[src/rtl/uart_tx_arbiter.sv]
// Round-robin arbiter sharing one UART transmitter between two byte producers,
// each buffered by its own DEPTH-entry FIFO.
module uart_tx_arbiter #(
  parameter int unsigned WIDTH        = 8,
  parameter int unsigned DEPTH        = 4,
  parameter int unsigned BUSY_TIMEOUT = 8
) (
  input  logic             clk,
  input  logic             reset,
  input  logic             req0_valid,
  input  logic [WIDTH-1:0] req0_byte,
  output logic             req0_ready,
  input  logic             req1_valid,
  input  logic [WIDTH-1:0] req1_byte,
  output logic             req1_ready,
  input  logic             clr_flags,
  output logic [WIDTH-1:0] tx_byte,
  output logic             tx_enable,
  input  logic             tx_busy,
  output logic             grant,
  output logic             active,
  output logic [1:0]       overflow,
  output logic             timeout
);

  localparam int unsigned AW = (DEPTH > 1) ? $clog2(DEPTH) : 1;
  localparam int unsigned CW = $clog2(DEPTH + 1);
  localparam int unsigned TW = $clog2(BUSY_TIMEOUT + 1);

  typedef enum logic [1:0] {IDLE, LOAD, WAIT_BUSY, WAIT_DONE} state_t;

  state_t           state;
  logic [WIDTH-1:0] mem    [2][DEPTH];
  logic [AW-1:0]    wr_ptr [2];
  logic [AW-1:0]    rd_ptr [2];
  logic [CW-1:0]    count  [2];
  logic [WIDTH-1:0] din    [2];
  logic [1:0]       avail_q;
  logic [1:0]       valid;
  logic [1:0]       full;
  logic [1:0]       avail;
  logic [1:0]       push;
  logic [1:0]       pop;
  logic             issue;
  logic             sel;
  logic [TW-1:0]    tmo_cnt;
  logic             tmo_event;

  always_comb begin
    valid  = {req1_valid, req0_valid};
    din[0] = req0_byte;
    din[1] = req1_byte;
    full   = '0;
    avail  = '0;
    push   = '0;
    for (int unsigned c = 0; c < 2; c++) begin
      full[c]  = (count[c] == CW'(DEPTH));
      // availability is seen through a register, giving the two-edge issue latency
      avail[c] = avail_q[c] && (count[c] != '0);
      push[c]  = valid[c] && !full[c];
    end
    issue = (state == IDLE) && !tx_busy && (|avail);
    sel   = (&avail) ? ~grant : ~avail[0];
    pop   = '0;
    if (issue) pop[sel] = 1'b1;
    tmo_event = (state == WAIT_BUSY) && !tx_busy &&
                (tmo_cnt == TW'(BUSY_TIMEOUT - 1));
  end

  assign req0_ready = ~full[0];
  assign req1_ready = ~full[1];
  assign active     = (state != IDLE);

  always_ff @(posedge clk) begin
    for (int unsigned c = 0; c < 2; c++)
      if (push[c]) mem[c][wr_ptr[c]] <= din[c];
  end

  always_ff @(posedge clk or negedge reset) begin
    if (!reset) begin
      for (int unsigned c = 0; c < 2; c++) begin
        wr_ptr[c] <= '0;
        rd_ptr[c] <= '0;
        count[c]  <= '0;
      end
      avail_q  <= '0;
      overflow <= '0;
    end else begin
      for (int unsigned c = 0; c < 2; c++) begin
        if (push[c]) wr_ptr[c] <= wr_ptr[c] + AW'(1);
        if (pop[c])  rd_ptr[c] <= rd_ptr[c] + AW'(1);
        case ({push[c], pop[c]})
          2'b10:   count[c] <= count[c] + CW'(1);
          2'b01:   count[c] <= count[c] - CW'(1);
          default: count[c] <= count[c];
        endcase
        avail_q[c]  <= (count[c] != '0);
        overflow[c] <= (overflow[c] & ~clr_flags) | (valid[c] & full[c]);
      end
    end
  end

  always_ff @(posedge clk or negedge reset) begin
    if (!reset) begin
      state     <= IDLE;
      tx_byte   <= '0;
      tx_enable <= 1'b0;
      grant     <= 1'b1;
      tmo_cnt   <= '0;
      timeout   <= 1'b0;
    end else begin
      tx_enable <= 1'b0;
      timeout   <= (timeout & ~clr_flags) | tmo_event;
      case (state)
        IDLE: begin
          if (issue) begin
            tx_byte   <= mem[sel][rd_ptr[sel]];
            grant     <= sel;
            tx_enable <= 1'b1;
            state     <= LOAD;
          end
        end
        LOAD: begin
          tmo_cnt <= '0;
          state   <= WAIT_BUSY;
        end
        WAIT_BUSY: begin
          if (tx_busy)        state   <= WAIT_DONE;
          else if (tmo_event) state   <= IDLE;
          else                tmo_cnt <= tmo_cnt + TW'(1);
        end
        WAIT_DONE: begin
          if (!tx_busy) state <= IDLE;
        end
        default: state <= IDLE;
      endcase
    end
  end

endmodule

[config.mk]
export PLATFORM = sky130hd
export DESIGN_NAME = uart_tx_arbiter
export DESIGN_NICKNAME = d
export VERILOG_FILES = /design/src/rtl/uart_tx_arbiter.sv
export SDC_FILE = /design/constraint.sdc
export NUM_CORES = 1
export LEC_CHECK = 0
export CORE_AREA = 2 2 120 122
export CTS_CLUSTER_SIZE = 25
export DETAILED_ROUTE_END_ITERATION = 16
export DIE_AREA = 0 0 122 124
export SLEW_MARGIN = 20
export SYNTH_ARGS = -nofsm -noshare
export SYNTH_HDL_FRONTEND = slang
export SYNTH_SLANG_ARGS = --single-unit
[constraint.sdc]
create_clock -name clk -period 6.8 [get_ports clk]
set_clock_uncertainty 0.15 [all_clocks]
set_input_delay 1.7 -clock clk [delete_from_list [all_inputs] [get_ports clk]]
set_output_delay 1.7 -clock clk [all_outputs]
set_load 0.05 [all_outputs]
After elaboration in Yosys (flattened, before gate mapping)
Memories as Yosys holds them, arrays and structs flattened.
Index checks and enable logic that the tools add are counted.

word-level totals
  register bits after elaboration = 35
  latch bits = 0
  RAM bits = 64
  ROM bits = 0
  bits of input ports = 22
  output and inout bits = 16
  word-level logic and storage cells = 120
  memories = 1

cells by class
  $add $sub $neg = 9
  multiply operators = 0
  div/mod/pow operators = 0
  magnitude comparators = 8
  equal/unequal tests = 15
  shifts and indexed selects = 0
  muxes and demuxes = 30
  bitwise gates (word level) = 17
  reduce and logical (&&, ||, !) cells = 26

memories
  memory  depth  bits a word  rd ports  clocked after memory_dff  wr ports  RTL line  text
  mem     2      32           1         0                         2         33        logic [WIDTH-1:0] mem [2][DEPTH];

operators with widths
  kind                                                       number
  two-way mux 32 bit                                         2
  demux 8 bit (select 2 bit)                                 2
  two-way mux 8 bit                                          4
  binary-select mux 8 bit (select 2 bit)                     1
  two-way mux 2 bit                                          8
  one-hot mux 3 bit (2 select lines)                         2
  logical AND 1 bit                                          11
  greater-or-equal comparator 3 bit (second input constant)  3
  NOT 2 -> 3 bit                                             3
  adder 2 x 1 -> 2 bit (second input constant)               4
  == test 2 bit (second input constant)                      4
  two-way mux 4 bit                                          2
  inequality test 2 bit (second input constant)              4
  one-hot mux 2 bit (4 select lines)                         1
  one-hot mux 4 bit (2 select lines)                         1
  nonzero test 2 bit                                         4
  adder 3 x 1 -> 3 bit (second input constant)               2
  == test 2 x 1 -> 1 bit (second input constant)             3
  == test 3 bit (second input constant)                      2
  < comparator 3 x 1 -> 1 bit (second input constant)        2
  two-way mux 1 bit                                          6
  AND reduction 3 bit                                        2
  nonzero test 3 bit                                         2
  subtractor 3 x 1 -> 3 bit (second input constant)          2
  15 further kinds                                           28

Longest topological paths before layout
  depth in word-level cells = 12
  gate-level depth with buffers = 10
  mapped depth without buffers = 10

Least setup slack after synthesis
No wires, ideal clock.

  path kind = input -> register
  from = in tx_busy
  to = reg count[5] (netlist name)
  setup time = 79 ps
  arrival = 3246 ps
  data required time = 6571 ps
  setup slack = 3325 ps
  stages = 9
  path buffers = 1
  cell sequence = a2111o_1 buf_6 nor2_4 ha_1 inv_1 fa_1 xor2_1 nor2_1 xor2_1

on the way
  word-level cells in the longest chain between the ends = 6
  elaborated cells between the ends (all ways) = 8
  classes of those cells = eq/ne: 2; mux: 2; reduce/logical: 4

ends and longest elaborated chain
  item                                                                      RTL line  text
  start: declaration                                                        19        input logic tx_busy,
  logical NOT 1 bit (*)                                                     n/a
  logical AND 1 bit (*) (2 in series)                                       62        issue = (state == IDLE) && !tx_busy && (|avail);
  two-way mux 2 bit (*)                                                     65        if (issue) pop[sel] = 1'b1;
  net pop[0]                                                                43        logic [1:0] pop;
  == test 2 x 1 -> 1 bit or == test 2 bit (tied branches)                   92        case ({push[c], pop[c]})
  one-hot mux 3 bit (2 select lines) or nonzero test 2 bit (tied branches)  n/a
  end signal: indexed assignment                                            93        2'b10: count[c] <= count[c] + CW'(1);
  end signal: indexed assignment                                            94        2'b01: count[c] <= count[c] - CW'(1);
  end signal: indexed assignment                                            95        default: count[c] <= count[c];
  end: declaration                                                          36        logic [CW-1:0] count [2];

Mark *: on every way through the listed nets, which the timed path passes. The rest lies on a longest branch.
A chain may end at the register's enable or synchronous reset.

Worst setup path in the final report
  from = in tx_busy
  to = reg count[2] (netlist name)

Same word-level chain as after synthesis.

==> flow_summary_export.csv <==
group,metric,value,unit
timing,min_period_over_period,0.601,
synth,ys_ff_latch,99,
synth,synth-simple-area-share,0.0638,
timing,hold_ws,0.336,ns
synth,yosysMostFrequentCell,"edfxtp_1",
clock_tree,clk_latency,0.34,ns
setup_path,rrSetupSlack,3.86,ns
hold_path,holdCritStartpoint,"tx_byte[3]$_DFFE_PN0P_",
power_and_ir_drop,p_sw,0.000791,W
cells_and_area,antenna_cells,0,
synth,yosysTopAreaCell,"edfxtp_1",
timing,min_period,4.09,ns
setup_path,startpoint,"tx_busy",
timing,setup_slack,2.71,ns
clock_tree,cts_tree,"yes",
setup_path,cp-start-kind,"input pin",
clock_tree,cts_max_path_buffers,2,
cells_and_area,fin_util,0.359,
power_and_ir_drop,powerDensity,462,mW/mm^2
detailed_routing,wire_per_inst,15.2,um
synth,synthTopCellsByCount,"64 x edfxtp_1, 34 x dfrtp_1, 17 x nand2_1",
place,gp_congestion,0.758,
power_and_ir_drop,seqPwrFrac,0.427,
die,coreArea,0.0137,mm^2
synth,syn_inst,245,
setup_path,crit_chain,"clkdlybuf4s50_1 > a2111o_1 > inv_1 > and2_1 > ha_1 > inv_1 > fa_1 > xor2_1 > nor2_1 > xor2_1",
clock_tree,clock_sinks,99,
die,fp-row-count,43,
power_and_ir_drop,clkPwrFrac,0.237,
global_route,grt_pass1_vias,2202,
die,start_util,0.296,
timing,fin_setup_tns,0,ns
synth,synth_nets,280,
power_and_ir_drop,intPower,0.00149,W
global_route,grt_antenna_before_repair,0,
synth,synthFlopType,"edfxtp_1",
run_status,run_status,"finished clean",
setup_path,critPathKind,"input pin to flip-flop",
place,io_buffers,37,
power_and_ir_drop,leakagePower,1.86,nW
synth,syn_avg_cell_area,16.6,um^2
die,die_area,0.0151,mm^2
synth,synth.yosys.warnings,0,
power_and_ir_drop,p_comb_frac,0.336,
setup_path,cp_max_fo,20,
place,post-place-ws,2.35,ns
clock_tree,ctsResizeCount,0,
timing,relSlewSlack,0.467,
setup_path,endpoint,"count[2]$_DFFE_PN0P_",
global_route,overflow,0,
power_and_ir_drop,sw_frac_of_total,0.347,
detailed_routing,finalWirelength,7170,um
synth,muxShareOfSynthArea,0.117,
clock_tree,cts_hold_buffers,0,
global_route,grt_pass1_wl,11500,um
die,fp.dieH,124,um
timing,rsz0062_at_grt,"false",
power_and_ir_drop,total_power,0.00228,W
synth,synth_top_area_frac,0.474,
synth,synth_seq_area_share,0.690,
setup_path,cpPeakStageDelay,0.59,ns
hold_path,hold_class,"flip-flop to flip-flop",
synth,synth_adder_area_share,0.0438,
synth,synth_compound_area_frac,0.0361,
die,pin_count,38,
timing,hold_viol_final,0,
synth,synth_cell_types,37,
global_route,grt_usage,0.103,
synth,synth_top_family_by_area,"multiplexers",
timing,final-setup-viol-count,0,
detailed_routing,via_per_inst,4.47,
cells_and_area,finish.net_count,322,
setup_path,r2r_start,"count[2]$_DFFE_PN0P_",
synth,netlist_area,0.00406,mm^2
die,die_w,122,um
cells_and_area,area_growth,21.5,%
setup_path,cpMaxStageDelayCell,"a2111o_1",
setup_path,r2r_end,"count[2]$_DFFE_PN0P_",
power_and_ir_drop,ir_drop,0.000213,V
timing,fmax,245,MHz
global_route,grt_max_degree,36,
detailed_routing,dr.first_iter.drc_count,124,
clock_tree,cts_setup_buffers,0,
setup_path,arrival,4.20,ns
setup_path,worstSetupEndpointType,"flip-flop",
detailed_routing,first_pass_iters,4,
setup_path,worst_r2r_path_depth,10,
timing,drv_slew,0,
synth,synthTopCellsByArea,"edfxtp_1 47%, dfrtp_1 21%, mux4_2 8.9%",
detailed_routing,drc_errors,0,
setup_path,cp_data_required_time,6.91,ns
clock_tree,cts_made_buffers,9,
synth,synth-edff-count,64,
detailed_routing,ant_nets,0,
timing,worst_slew_pin_slew,0.799,ns
cells_and_area,drive_gt1_frac,0.130,
flow_run,drv_cap,0,
detailed_routing,vias,2108,
clock_tree,h-tree-depth,3,
clock_tree,cts-root-buf,"clkbuf_16",
clock_tree,clkTransAtPathRegs,0.07,ns
synth,synthXorXnorAreaFrac,0.0259,
place,dp_hpwl,5010,um
synth,async_reset_ff_frac,0.354,
cells by family after synthesis:
family | count (synthesis)
DFF | 99
buffers and inverters | 21
and+or+nand+nor | 50
AOI/OAI and AO/OA | 23
xor gates and xnor gates | 12
muxes | 27
adders and majority gates | 13
critical path, delay by kind of cell:
kind | cells | cell delay [ns]
buf+inv | 3 | 0.76
compound gates | 1 | 0.59
fa+ha+maj | 2 | 0.56
xor+xnor | 2 | 0.29
simple gates | 2 | 0.29
stage by stage:
stage / std cells / cell area (um^2)
floorplan: 245 / 4060
global placement: 456 / 4610
detailed placement: 456 / 4610
CTS: 472 / 4930
global route: 472 / 4930
finish: 472 / 4930
sequential cells by signal, indices dropped and copies added (netlist names):
| register | cells |
|---|---|
| avail_q | 2 |
| tx_byte | 8 |
| rd_ptr | 4 |
| tx_enable | 1 |
| timeout | 1 |
| wr_ptr | 4 |
| tmo_cnt | 4 |
| state | 2 |
| grant | 1 |
| overflow | 2 |
| mem | 64 |
| count | 6 |
cells in the final DEF (no fill, tap or decap), types with 9 or more instances in the layout:
master	count
clkbuf_16	9
clkdlybuf4s50_1	36
dfrtp_1	34
edfxtp_1	64
ha_1	11
inv_1	14
mux2i_1	9
mux4_2	16
nand2_1	17
o21ai_0	12
worst min-delay path by stage:
stage / to / cells past startpoint
3_5_place_dp: tx_byte[3]$_DFFE_PN0P_ / 2
3_3_place_gp: tx_byte[3]$_DFFE_PN0P_ / 2
2_1_floorplan: avail_q[1]$_DFF_PN0_ / 1
6_report: tx_byte[3]$_DFFE_PN0P_ / 2
5_1_grt: timeout$_DFF_PN0_ / 1
4_1_cts: tx_byte[3]$_DFFE_PN0P_ / 2
power groups by stage:
| stage | Clock, W | Combinational (W) | Sequential [W] |
|---|---|---|---|
| after floorplan | 0 | 0.000520 | 0.00102 |
| after global placement | 0 | 0.000764 | 0.000981 |
| after CTS | 0.000551 | 0.000782 | 0.000978 |
| after global routing | 0.000575 | 0.000843 | 0.00100 |
| after detailed placement | 0 | 0.000783 | 0.000989 |
| final | 0.000540 | 0.000766 | 0.000974 |
layer usage:
metal  share of wire  GRT usage  vias up  wire [um]
met5               0          0        -          0
met4          0.0095     0.0302        0         68
met3           0.048     0.0348        6        347
met2            0.49      0.172       40       3550
met1            0.45      0.127     1060       3210
li1                -          -     1002          -
layout make-up:
| class | count | area [um^2] |
|---|---|---|
| Timing Repair Buffer | 38 | 373 |
| Tap cell | 180 | 225 |
| Sequential cell | 99 | 2800 |
| Inverter | 14 | 52.6 |
| Multi-Input combinational cell | 125 | 1160 |
| Clock inverter | 5 | 85.1 |
| Clock buffer | 11 | 233 |
| Fill cell | 1290 | 8790 |
No activity file was read; power rests on OpenSTA's default activity.
